`src/rtl/data_mem_ctrl.sv`:
```
// MEM-stage data memory controller: IDLE/BUSY/DONE handshake with a simple
// req/ack bus, byte-lane steering for stores, load extension and bus timeout.

module dmc_lane #(
    parameter int LANE = 0
) (
    input  logic [1:0] size,
    input  logic [1:0] addr_lo,
    input  logic [7:0] wd_b,
    input  logic [7:0] wd_h,
    input  logic [7:0] wd_w,
    output logic       be,
    output logic [7:0] wbyte
);
    localparam logic [1:0] L = 2'(LANE);

    always_comb begin
        be    = 1'b1;
        wbyte = wd_w;
        case (size)
            2'b00: begin
                be    = (addr_lo == L);
                wbyte = wd_b;
            end
            2'b01: begin
                be    = (addr_lo[1] == L[1]);
                wbyte = wd_h;
            end
            default: ;
        endcase
    end
endmodule

module data_mem_ctrl #(
    parameter int TIMEOUT = 255
) (
    input  logic        clk,
    input  logic        rst,
    input  logic        mem_rd_in,
    input  logic        mem_wr_in,
    input  logic [2:0]  funct3_in,
    input  logic [31:0] addr_in,
    input  logic [31:0] wdata_in,
    output logic        stall_out,
    output logic        done_out,
    output logic        fault_out,
    output logic [31:0] rdata_out,
    output logic        bus_req_out,
    output logic        bus_we_out,
    output logic [31:0] bus_addr_out,
    output logic [3:0]  bus_be_out,
    output logic [31:0] bus_wdata_out,
    input  logic        bus_ack_in,
    input  logic [31:0] bus_rdata_in
);
    localparam int NUM_LANES = 4;
    localparam int VEC_W     = 8;
    localparam logic [15:0] TMO_LAST = 16'(TIMEOUT - 1);

    typedef enum logic [1:0] {IDLE, BUSY, DONE} state_t;

    typedef struct packed {
        logic        store;
        logic [2:0]  funct3;
        logic [31:0] addr;
        logic [31:0] wdata;
    } req_t;

    state_t      state, state_nxt;
    req_t        req_q;
    logic [15:0] tmo_cnt;
    logic        tmo_q;
    logic [31:0] rdata_q;

    logic        req_vld, illegal, start, tmo_hit;
    logic [31:0] rd_ext;
    logic [7:0]  rd_byte;
    logic [15:0] rd_half;
    logic [NUM_LANES-1:0]            lane_be;
    logic [NUM_LANES-1:0][VEC_W-1:0] lane_wd;
    logic [NUM_LANES-1:0][VEC_W-1:0] rd_lanes;

    assign req_vld = mem_rd_in | mem_wr_in;
    assign start   = (state == IDLE) && req_vld && !illegal;
    assign tmo_hit = (tmo_cnt == TMO_LAST);

    // mem_wr_in wins when both are high, so legality follows the store rules
    always_comb begin
        if (mem_wr_in)
            illegal = funct3_in[2] | (funct3_in[1:0] == 2'b11);
        else
            illegal = (funct3_in == 3'b011) | (funct3_in[2:1] == 2'b11);
        if (funct3_in[1:0] == 2'b01 && addr_in[0])
            illegal = 1'b1;
        if (funct3_in[1:0] == 2'b10 && addr_in[1:0] != 2'b00)
            illegal = 1'b1;
    end

    always_ff @(posedge clk or posedge rst) begin
        if (rst) state <= IDLE;
        else     state <= state_nxt;
    end

    always_comb begin
        state_nxt = state;
        case (state)
            IDLE:    if (start) state_nxt = BUSY;
            BUSY:    if (bus_ack_in || tmo_hit) state_nxt = DONE;
            DONE:    state_nxt = IDLE;
            default: state_nxt = IDLE;
        endcase
    end

    always_ff @(posedge clk or posedge rst) begin
        if (rst) begin
            req_q   <= '0;
            tmo_cnt <= '0;
            tmo_q   <= 1'b0;
            rdata_q <= '0;
        end else begin
            if (start) begin
                req_q   <= '{store: mem_wr_in, funct3: funct3_in, addr: addr_in, wdata: wdata_in};
                tmo_cnt <= '0;
                tmo_q   <= 1'b0;
            end
            if (state == BUSY) begin
                if (bus_ack_in) begin
                    if (!req_q.store) rdata_q <= rd_ext;
                end else if (tmo_hit) begin
                    tmo_q <= 1'b1;
                end else begin
                    tmo_cnt <= tmo_cnt + 16'd1;
                end
            end
        end
    end

    // Store steering: each lane picks its byte from the replicated store data
    for (genvar l = 0; l < NUM_LANES; l++) begin : g_lane
        dmc_lane #(.LANE(l)) u_lane (
            .size    (req_q.funct3[1:0]),
            .addr_lo (req_q.addr[1:0]),
            .wd_b    (req_q.wdata[7:0]),
            .wd_h    (req_q.wdata[VEC_W*(l%2) +: VEC_W]),
            .wd_w    (req_q.wdata[VEC_W*l +: VEC_W]),
            .be      (lane_be[l]),
            .wbyte   (lane_wd[l])
        );
    end

    assign rd_lanes = bus_rdata_in;
    assign rd_byte  = rd_lanes[req_q.addr[1:0]];
    assign rd_half  = req_q.addr[1] ? bus_rdata_in[31:16] : bus_rdata_in[15:0];

    always_comb begin
        case (req_q.funct3)
            3'b000:  rd_ext = {{24{rd_byte[7]}}, rd_byte};
            3'b100:  rd_ext = {24'b0, rd_byte};
            3'b001:  rd_ext = {{16{rd_half[15]}}, rd_half};
            3'b101:  rd_ext = {16'b0, rd_half};
            default: rd_ext = bus_rdata_in;
        endcase
    end

    // IDLE outputs are combinational on the request, so gate them with rst
    always_comb begin
        stall_out     = 1'b0;
        done_out      = 1'b0;
        fault_out     = 1'b0;
        bus_req_out   = 1'b0;
        bus_we_out    = 1'b0;
        bus_addr_out  = '0;
        bus_be_out    = '0;
        bus_wdata_out = '0;
        if (!rst) begin
            case (state)
                IDLE: begin
                    if (req_vld) begin
                        fault_out = illegal;
                        stall_out = !illegal;
                    end
                end
                BUSY: begin
                    stall_out     = 1'b1;
                    bus_req_out   = 1'b1;
                    bus_we_out    = req_q.store;
                    bus_addr_out  = {req_q.addr[31:2], 2'b00};
                    bus_be_out    = lane_be;
                    bus_wdata_out = req_q.store ? lane_wd : '0;
                end
                DONE: begin
                    done_out  = 1'b1;
                    fault_out = tmo_q;
                end
                default: ;
            endcase
        end
    end

    assign rdata_out = rdata_q;
endmodule

```
`config.mk`:
```
export PLATFORM = sky130hd
export DESIGN_NAME = data_mem_ctrl
export DESIGN_NICKNAME = d
export VERILOG_FILES = /design/src/rtl/data_mem_ctrl.sv
export SDC_FILE = /design/constraint.sdc
export NUM_CORES = 1
export LEC_CHECK = 0
export BUFFER_PORTS_ARGS = -buffer_cell sky130_fd_sc_hd__buf_2
export CORE_ASPECT_RATIO = 1.25
export CORE_MARGIN = 2
export CORE_UTILIZATION = 30
export CTS_CLUSTER_DIAMETER = 50
export DETAILED_ROUTE_END_ITERATION = 10
export GPL_TIMING_DRIVEN = 0
export PLACE_DENSITY_LB_ADDON = 0.12
export SLEW_MARGIN = 10
export SYNTH_ARGS = -nofsm -noshare
export SYNTH_HDL_FRONTEND = slang
export SYNTH_SLANG_ARGS = --single-unit
```
`constraint.sdc`:
```
create_clock -name clk -period 5.7 [get_ports clk]
set_clock_uncertainty 0.15 [all_clocks]
set_input_delay 1.14 -clock clk [delete_from_list [all_inputs] [get_ports clk]]
set_output_delay 1.14 -clock clk [all_outputs]
set_load 0.05 [all_outputs]
```
==> flow_summary.json, run 1 <==
{
  "hp-class": "register to register",
  "area_growth_pct": 33.6,
  "portBuffers": 206,
  "setup_viol": 0,
  "overflow": 0,
  "worst_pin_slew_ns": 0.781,
  "dp_slack_ns": 1.14,
  "synth_top_area_share_pct": 49.4,
  "wl_um": 18400,
  "drt_pass1_iterations": 4,
  "synth_cell_type_count": 49,
  "cts_tree": "yes",
  "root_buffer": "clkbuf_16",
  "required_ns": 4.41,
  "synth_area_per_cell_um2": 10.5,
  "path_class": "input pin to output port",
  "place_hpwl_um": 14100,
  "antenna_left": 0,
  "grt_pass1_vias": 5323,
  "cap_violations": 0,
  "relSlewSlack_pct": 47.8,
  "coreArea_um2": 20000,
  "drc_errors": 0,
  "leakage_nw": 4.02,
  "drive_gt1_share_pct": 41.5,
  "die_x_um": 131,
  "post-route-util_pct": 40.4,
  "cts_hold_buf": 0,
  "synth.area.top_cells": "dfrtp_1 (49%), mux2_2 (12%), mux2i_1 (4.1%)",
  "power_density_nw_per_um2": 560,
  "path_clk_slew_ns": 0.05,
  "synth_edf_count": 0,
  "post_drt_wl_per_cell_um": 17.0,
  "status": "completed",
  "yosysSeqAreaShare_pct": 49.4,
  "cp-start-kind": "input pin",
  "postCtsSetupBuffers": 0,
  "peakVddDrop_mv": 0.234,
  "cts_sinks": 119,
  "grt_pass1_wl_um": 28300,
  "finalHoldViolCount": 0,
  "rows": 58,
  "synth_cells": 576,
  "fmax_mhz": 222,
  "drv_slew": 0,
  "cts_resized": 0,
  "fp.dieH_um": 163,
  "synth_top_cell_by_area": "dfrtp_1",
  "clk_latency_ns": 0.42,
  "fin_crit_sh_pct": 79.1,
  "numCtsBuffers": 17,
  "cts_max_path_buffers": 2,
  "num_io_pins": 209,
  "gp_congestion": 0.853,
  "end_kind": "output port",
  "grt_max_degree": 67,
  "worstPathArrival_ns": 3.22,
  "dr_total_vias": 5146,
  "antenna_found_initial": 0,
  "crit_path_max_fanout": 10,
  "track_usage_pct": 17.6,
  "postSynth.asyncResetShare_pct": 100,
  "syn-cell-area_um2": 6030,
  "yosysWarnings": 0,
  "initial_core_util_pct": 30.2,
  "fin_crit_ns": 4.51,
  "htree_num_levels": 4,
  "die_area_um2": 21300,
  "worst_slack_ns": 1.19,
  "ys_seq_elements": 119,
  "drt_iter0_markers": 196,
  "fin_nets": 909,
  "num_antenna_cells": 0,
  "rsz0062_at_grt": "no",
  "routed_via_density": 4.74,
  "synthFlopType": "dfrtp_1"
}
## per-stage QoR
step | TNS [ns] | instances | hold slack (ns) | instance area [µm²] | power [mW]
floorplan | 0 | 577 | 0.286 | 6040 | 2.90
finish | 0 | 1086 | 0.326 | 8060 | 4.52
global placement | -55.88 | 1053 | 0.311 | 7410 | 3.37
detailed placement | 0 | 1054 | 0.316 | 7440 | 3.41
CTS | 0 | 1086 | 0.328 | 8060 | 4.56
global route | 0 | 1086 | 0.358 | 8060 | 4.80
## worst paths after layout
kind	end	from	depth (start not counted)	slack, ns
max	stall_out	funct3_in[2]	8	1.19
min	rdata_out[3]$_DFFE_PP0P_	rdata_out[3]$_DFFE_PP0P_	2	0.33
max reg2reg	rdata_out[20]$_DFFE_PP0P_	state[1]$_DFFE_PP0P_	8	3.26
min reg2reg	rdata_out[3]$_DFFE_PP0P_	rdata_out[3]$_DFFE_PP0P_	2	0.33
max in group asynchronous	req_q[20]$_DFFE_PP0P_	rst	3	4.01
min in group asynchronous	req_q[62]$_DFFE_PP0P_	rst	2	0.67
## metal layers
metal	routed length [µm]	GRT usage [%]
met5	0	0
met4	415	7.40
met3	1030	4.43
met2	9500	30.8
met1	7490	20.4
## cell type report
| cell class | count | area, µm² |
|---|---|---|
| multi-input cells | 409 | 2830 |
| flip-flops and latches | 119 | 2980 |
| clock inverters | 12 | 176 |
| well taps | 270 | 338 |
| clock buffers | 20 | 447 |
| inverters | 6 | 27.5 |
| repair buffers | 207 | 1060 |
| plain buffers | 43 | 204 |
| fillers | 2040 | 11900 |
## cells by family (layout without fill, tap and decap cells)
family | Yosys count | in the layout | synth area share (%)
fa+ha+maj | 2 | 2 | 0.415
simple gates | 227 | 227 | 19.2
other cells | 1 | 2 | 0.0622
flops | 119 | 119 | 49.4
compound gates | 74 | 74 | 7.34
mux | 104 | 104 | 19.9
buf+inv | 49 | 288 | 3.75
## critical path: stages
cell and delay (ns):
buf_2 0.12, or4_4 0.53, a2111o_1 0.41, buf_2 0.17, buf_6 0.16, buf_6 0.15
a211oi_1 0.22, buf_2 0.30
## synth_stat cells, types with 2 or more instances
cell type	n
dfrtp_1	119
mux2_2	65
nand2_1	63
nand3_1	42
nor2_1	35
and2_1	34
a21oi_1	27
o21ai_0	26
clkbuf_1	25
mux2i_1	25
mux2_4	13
and3_1	10
buf_2	10
nand3b_1	9
inv_1	6
a222oi_1	5
nand2b_1	5
nand4_1	5
nor2b_1	4
nor3_1	4
buf_1	3
buf_6	3
o21a_1	3
o22ai_1	3
or2_2	3
buf_4	2
ha_1	2
nand4b_1	2
o211ai_1	2
or3_1	2
## cell usage in the layout (no fill, tap or decap), drive strengths merged, types with 4 or more instances in the layout
| master | synthesis | routed |
|---|---|---|
| buf | 18 | 225 |
| dfrtp | 119 | 119 |
| mux2 | 78 | 78 |
| nand2 | 63 | 63 |
| clkbuf | 25 | 45 |
| nand3 | 42 | 42 |
| nor2 | 35 | 35 |
| and2 | 34 | 34 |
| a21oi | 27 | 27 |
| o21ai | 26 | 26 |
| mux2i | 25 | 25 |
| and3 | 10 | 10 |
| nand3b | 9 | 9 |
| inv | 6 | 6 |
| nand2b | 5 | 5 |
| a222oi | 5 | 5 |
| nand4 | 5 | 5 |
| clkinvlp | 0 | 5 |
| nor3 | 4 | 4 |
| nor2b | 4 | 4 |
| bufinv | 0 | 4 |
## sequential cells by signal (all words and copies together) (netlist names)
name / count
req_q: 68
rdata_out: 32
tmo_cnt: 16
tmo_q: 1
state: 2
## where the power goes
part	switching, mW	internal, mW
combinational	1.27	0.680
sequential	0.223	1.21
clock	0.392	0.741
total	1.88	2.63
(Power assumes the default switching activity.)
==> run 2: changes to the inputs <==
==> constraint.sdc (replaced) <==
create_clock -name clk -period 4.7 [get_ports clk]
set_clock_uncertainty 0.15 [all_clocks]
set_input_delay 0.94 -clock clk [delete_from_list [all_inputs] [get_ports clk]]
set_output_delay 0.94 -clock clk [all_outputs]
set_load 0.05 [all_outputs]
==> flow_summary.json, run 2 (same netlist as run 1, synthesis figures left out) <==
{
  "drt_iter0_markers": 247,
  "cts_tree": "yes",
  "leakage_nw": 4.04,
  "gp_congestion": 0.866,
  "holdWs_ns": 0.334,
  "largest_register": "req_q",
  "rsz0062_at_grt": "no",
  "power_density_nw_per_um2": 676,
  "status": "completed",
  "wl_um": 18400,
  "crit_path_max_fanout": 10,
  "fin_nets": 911,
  "cts_hold_buf": 0,
  "antenna_left": 0,
  "drt_pass1_iterations": 5,
  "die_x_um": 131,
  "antenna_found_initial": 3,
  "place_hpwl_um": 14100,
  "htree_num_levels": 4,
  "slowest_delay_ns": 0.53,
  "post-route-util_pct": 40.5,
  "fin_crit_ns": 4.14,
  "peakVddDrop_mv": 0.242,
  "hold_depth": 2,
  "fin_setup_tns_ns": 0,
  "drive_gt1_share_pct": 41.5,
  "use_met2_pct": 29.8,
  "drv_slew": 0,
  "area_growth_pct": 33.9,
  "worst_pin_slew_ns": 0.799,
  "grt_max_degree": 37,
  "cts_resized": 0,
  "grt_use_met3_pct": 5.35,
  "grt_pass1_vias": 5324,
  "crit_family": "buffers and inverters",
  "numCtsBuffers": 17,
  "power_mw": 5.46,
  "die_area_um2": 21300,
  "path_clk_slew_ns": 0.06,
  "hp-class": "register to register",
  "top_usage_layer": "met2",
  "postCtsSetupBuffers": 0,
  "fmax_mhz": 242,
  "post_drt_wl_per_cell_um": 16.9,
  "grt_pass1_wl_um": 28100,
  "clk_latency_ns": 0.42,
  "finalHoldViolCount": 0,
  "routed_via_density": 4.75,
  "cp_slowest_cell": "or4_4",
  "overflow": 0,
  "portBuffers": 206,
  "rows": 58,
  "initial_core_util_pct": 30.2,
  "largest_reg_flops": 68,
  "critPathBufInv": 5,
  "num_io_pins": 209,
  "cap_violations": 0,
  "cts_max_path_buffers": 2,
  "final_cell_mix": "buf_2 (216), dfrtp_1 (119), mux2_2 (65), nand2_1 (63), nand3_1 (42)",
  "track_usage_pct": 17.5,
  "worstPathArrival_ns": 3.05,
  "relSlewSlack_pct": 46.6,
  "rr_worst_depth": 8,
  "cts_sinks": 119,
  "required_ns": 3.61,
  "dr_total_vias": 5179,
  "root_buffer": "clkbuf_16",
  "end_kind": "output port",
  "cp.depth": 8,
  "setup_viol": 0,
  "final_common_cell": "buf_2",
  "drc_errors": 0,
  "fin_crit_sh_pct": 88.0,
  "crit_path_cell_trace": "buf_2 -> or4_4 -> a2111o_1 -> buf_2 -> buf_6 -> buf_6 -> a211oi_1 -> buf_2",
  "reg2reg_slack_ns": 2.22,
  "path_class": "input pin to output port",
  "fp.dieH_um": 163,
  "met1_usage_pct": 20.1,
  "cp-start-kind": "input pin",
  "cp_common_cell": "buf_2",
  "coreArea_um2": 20000
}
-- run 2: cell types whose count changed in the layout (fill, tap and decap cells not counted), sizes merged --
cell      delta
buf          +2
clkbuf       +1
clkinv       +2
clkinvlp     -3
diode        +3
inv          -1
-- run 2: cell type report --
cell class	instances	area (µm²)
diodes	3	7.51
plain buffers	43	204
clock buffers	21	450
clock inverters	10	153
fillers	2035	11900
inverters	6	26.3
multi-input cells	409	2830
flip-flops and latches	119	2980
well taps	270	338
repair buffers	209	1090
-- run 2: through the flow --
| stage | cells | setup WS [ns] | instance area, µm² |
|---|---|---|---|
| finish | 1090 | 0.564 | 8080 |
| global route | 1089 | 0.452 | 8080 |
| CTS | 1087 | 0.520 | 8070 |
| detailed placement | 1056 | 0.523 | 7470 |
| global placement | 1053 | -0.980 | 7410 |
| floorplan | 577 | 0.125 | 6040 |
-- run 2: power breakdown --
part	total (mW)	switching (mW)	internal, mW
clock network	1.35	0.460	0.892
registers	1.74	0.270	1.47
logic	2.37	1.54	0.827
total	5.46	2.27	3.19
-- run 2: worst register-to-register path, stage by stage, from the launching register on --
cell	delay [ns]
dfrtp_1	0.35
buf_2	0.16
nand2b_1	0.23
or3b_1	0.40
clkbuf_1	0.21
or4_1	0.44
buf_2	0.19
buf_2	0.20
nand3_1	0.09
-- run 2: worst paths after layout --
kind | start | end
worst max-delay path | funct3_in[2] | stall_out
min in group asynchronous | rst | rdata_out[8]$_DFFE_PP0P_
max in group asynchronous | rst | req_q[19]$_DFFE_PP0P_
worst min register to register | rdata_out[3]$_DFFE_PP0P_ | rdata_out[3]$_DFFE_PP0P_
worst min-delay path | rdata_out[3]$_DFFE_PP0P_ | rdata_out[3]$_DFFE_PP0P_
worst max register to register | state[1]$_DFFE_PP0P_ | rdata_out[23]$_DFFE_PP0P_
-- run 2: per-layer routing --
metal / wire length (µm) / vias up
met3: 1160 / 28
li1: - / 2485
met2: 9440 / 172
met4: 507 / 0
met5: 0 / -
met1: 7310 / 2494
==> run 3: changes to the inputs <==
--- a/config.mk
+++ b/config.mk
@@ -5,13 +5,13 @@
 export SDC_FILE = /design/constraint.sdc
 export NUM_CORES = 1
 export LEC_CHECK = 0
-export BUFFER_PORTS_ARGS = -buffer_cell sky130_fd_sc_hd__buf_2
+export BUFFER_PORTS_ARGS = -buffer_cell sky130_fd_sc_hd__buf_4
 export CORE_ASPECT_RATIO = 1.25
 export CORE_MARGIN = 2
 export CORE_UTILIZATION = 30
 export CTS_CLUSTER_DIAMETER = 50
 export DETAILED_ROUTE_END_ITERATION = 10
-export GPL_TIMING_DRIVEN = 0
+export MAX_ROUTING_LAYER = met4
 export PLACE_DENSITY_LB_ADDON = 0.12
 export SLEW_MARGIN = 10
 export SYNTH_ARGS = -nofsm -noshare
==> flow_summary.json, run 3 (same netlist as run 1, synthesis figures left out) <==
{
  "status": "completed",
  "routed_via_density": 4.83,
  "grt_pass1_vias": 5245,
  "drive_gt1_share_pct": 42.5,
  "cts_max_path_buffers": 2,
  "dp_slack_ns": 1.06,
  "fmax_mhz": 273,
  "clk_latency_ns": 0.41,
  "cap_violations": 0,
  "num_antenna_cells": 0,
  "relSlewSlack_pct": 21.8,
  "grt_pass1_wl_um": 28000,
  "cts_tree": "yes",
  "cts_hold_buf": 0,
  "drt_pass1_iterations": 4,
  "fin_nets": 872,
  "leakage_nw": 4.01,
  "worst_pin_slew_ns": 1.17,
  "final_cell_mix": "buf_4 (213), dfrtp_1 (118), mux2_2 (65), nand2_1 (63), nand3_1 (42)",
  "drv_slew": 0,
  "postCtsSetupBuffers": 0,
  "path_class": "input pin to output port",
  "fin_crit_sh_pct": 77.8,
  "gp_congestion": 0.856,
  "drt_iter0_markers": 221,
  "grt_max_degree": 87,
  "cts_sinks": 119,
  "placed_area_um2": 7780,
  "num_io_pins": 209,
  "path_clk_slew_ns": 0.05,
  "required_ns": 3.61,
  "fp.dieH_um": 163,
  "design_area_um2": 8290,
  "drc_errors": 0,
  "wl_um": 18100,
  "nFillCells": 2009,
  "cts_resized": 0,
  "die_x_um": 131,
  "die_area_um2": 21300,
  "area_growth_pct": 37.3,
  "fin_crit_ns": 3.66,
  "largest_reg_flops": 68,
  "portBuffers": 206,
  "overflow": 0,
  "antenna_found_initial": 0,
  "end_kind": "output port",
  "worst_slack_ns": 1.04,
  "hp-class": "register to register",
  "rsz0062_at_grt": "no",
  "place_hpwl_um": 13000,
  "peakVddDrop_mv": 0.261,
  "final_common_cell": "buf_4",
  "crit_path_max_fanout": 3,
  "power_density_nw_per_um2": 648,
  "htree_num_levels": 4,
  "finalHoldViolCount": 0,
  "worstPathArrival_ns": 2.57,
  "root_buffer": "clkbuf_16",
  "power_mw": 5.37,
  "initial_core_util_pct": 30.2,
  "rows": 58,
  "fin_setup_tns_ns": 0,
  "post_drt_wl_per_cell_um": 17.3,
  "setup_viol": 0,
  "numCtsBuffers": 17,
  "antenna_left": 0,
  "coreArea_um2": 20000,
  "track_usage_pct": 17.6,
  "largest_register": "req_q",
  "dr_total_vias": 5039,
  "cp-start-kind": "input pin"
}
run 3: cell type report:
class,count,area [µm²],area share (%)
Timing Repair Buffer,213,1600,19.3
Inverter,6,26.3,0.317
Sequential cell,119,2980,36.0
Clock inverter,5,27.5,0.332
Clock buffer,22,474,5.72
Tap cell,270,338,4.08
Multi-Input combinational cell,409,2840,34.3
run 3: per-layer routing:
layer	part of all wire, %	up-vias	global-route usage, %
li1	-	2392	-
met1	41	2457	20.5
met2	52	163	29.5
met3	5.3	27	4.20
met4	2.1	0	6.24
met5	0	-	-
run 3: worst max-delay path, stage by stage:
cell and delay (ns):
buf_4 0.12, or4_4 0.53, a2111o_2 0.49, a211oi_1 0.25, buf_4 0.24
run 3: path summary, 6_finish.rpt:
| path | startpoint | end | slack [ns] | depth (start not counted) |
|---|---|---|---|---|
| min in group asynchronous | rst | req_q[57]$_DFFE_PP0P_ | 0.70 | 3 |
| worst min-delay path | tmo_cnt[15]$_DFF_PP0_ | tmo_cnt[15]$_DFF_PP0_ | 0.33 | 1 |
| max in group asynchronous | rst | req_q[65]$_DFFE_PP0P_ | 2.40 | 4 |
| worst min register to register | tmo_cnt[15]$_DFF_PP0_ | tmo_cnt[15]$_DFF_PP0_ | 0.33 | 1 |
| worst max-delay path | funct3_in[2] | stall_out | 1.04 | 5 |
| worst max register to register | state[1]$_DFFE_PP0P_ | rdata_out[18]$_DFFE_PP0P_ | 1.77 | 4 |
run 3: power by group:
group	internal [mW]	total, mW	switching, mW
Combinational	0.936	2.38	1.44
Sequential	1.47	1.86	0.388
Clock	0.695	1.13	0.438
Total	3.10	5.37	2.27
run 3: stage by stage:
step	std cells	hold WS (ns)	utilization (%)
after floorplan	577	0.286	-
final	1044	0.331	41.5
after global routing	1044	0.360	41.5
after CTS	1044	0.335	41.5
after detailed placement	1017	0.325	39.0
after global placement	1017	0.319	39.0
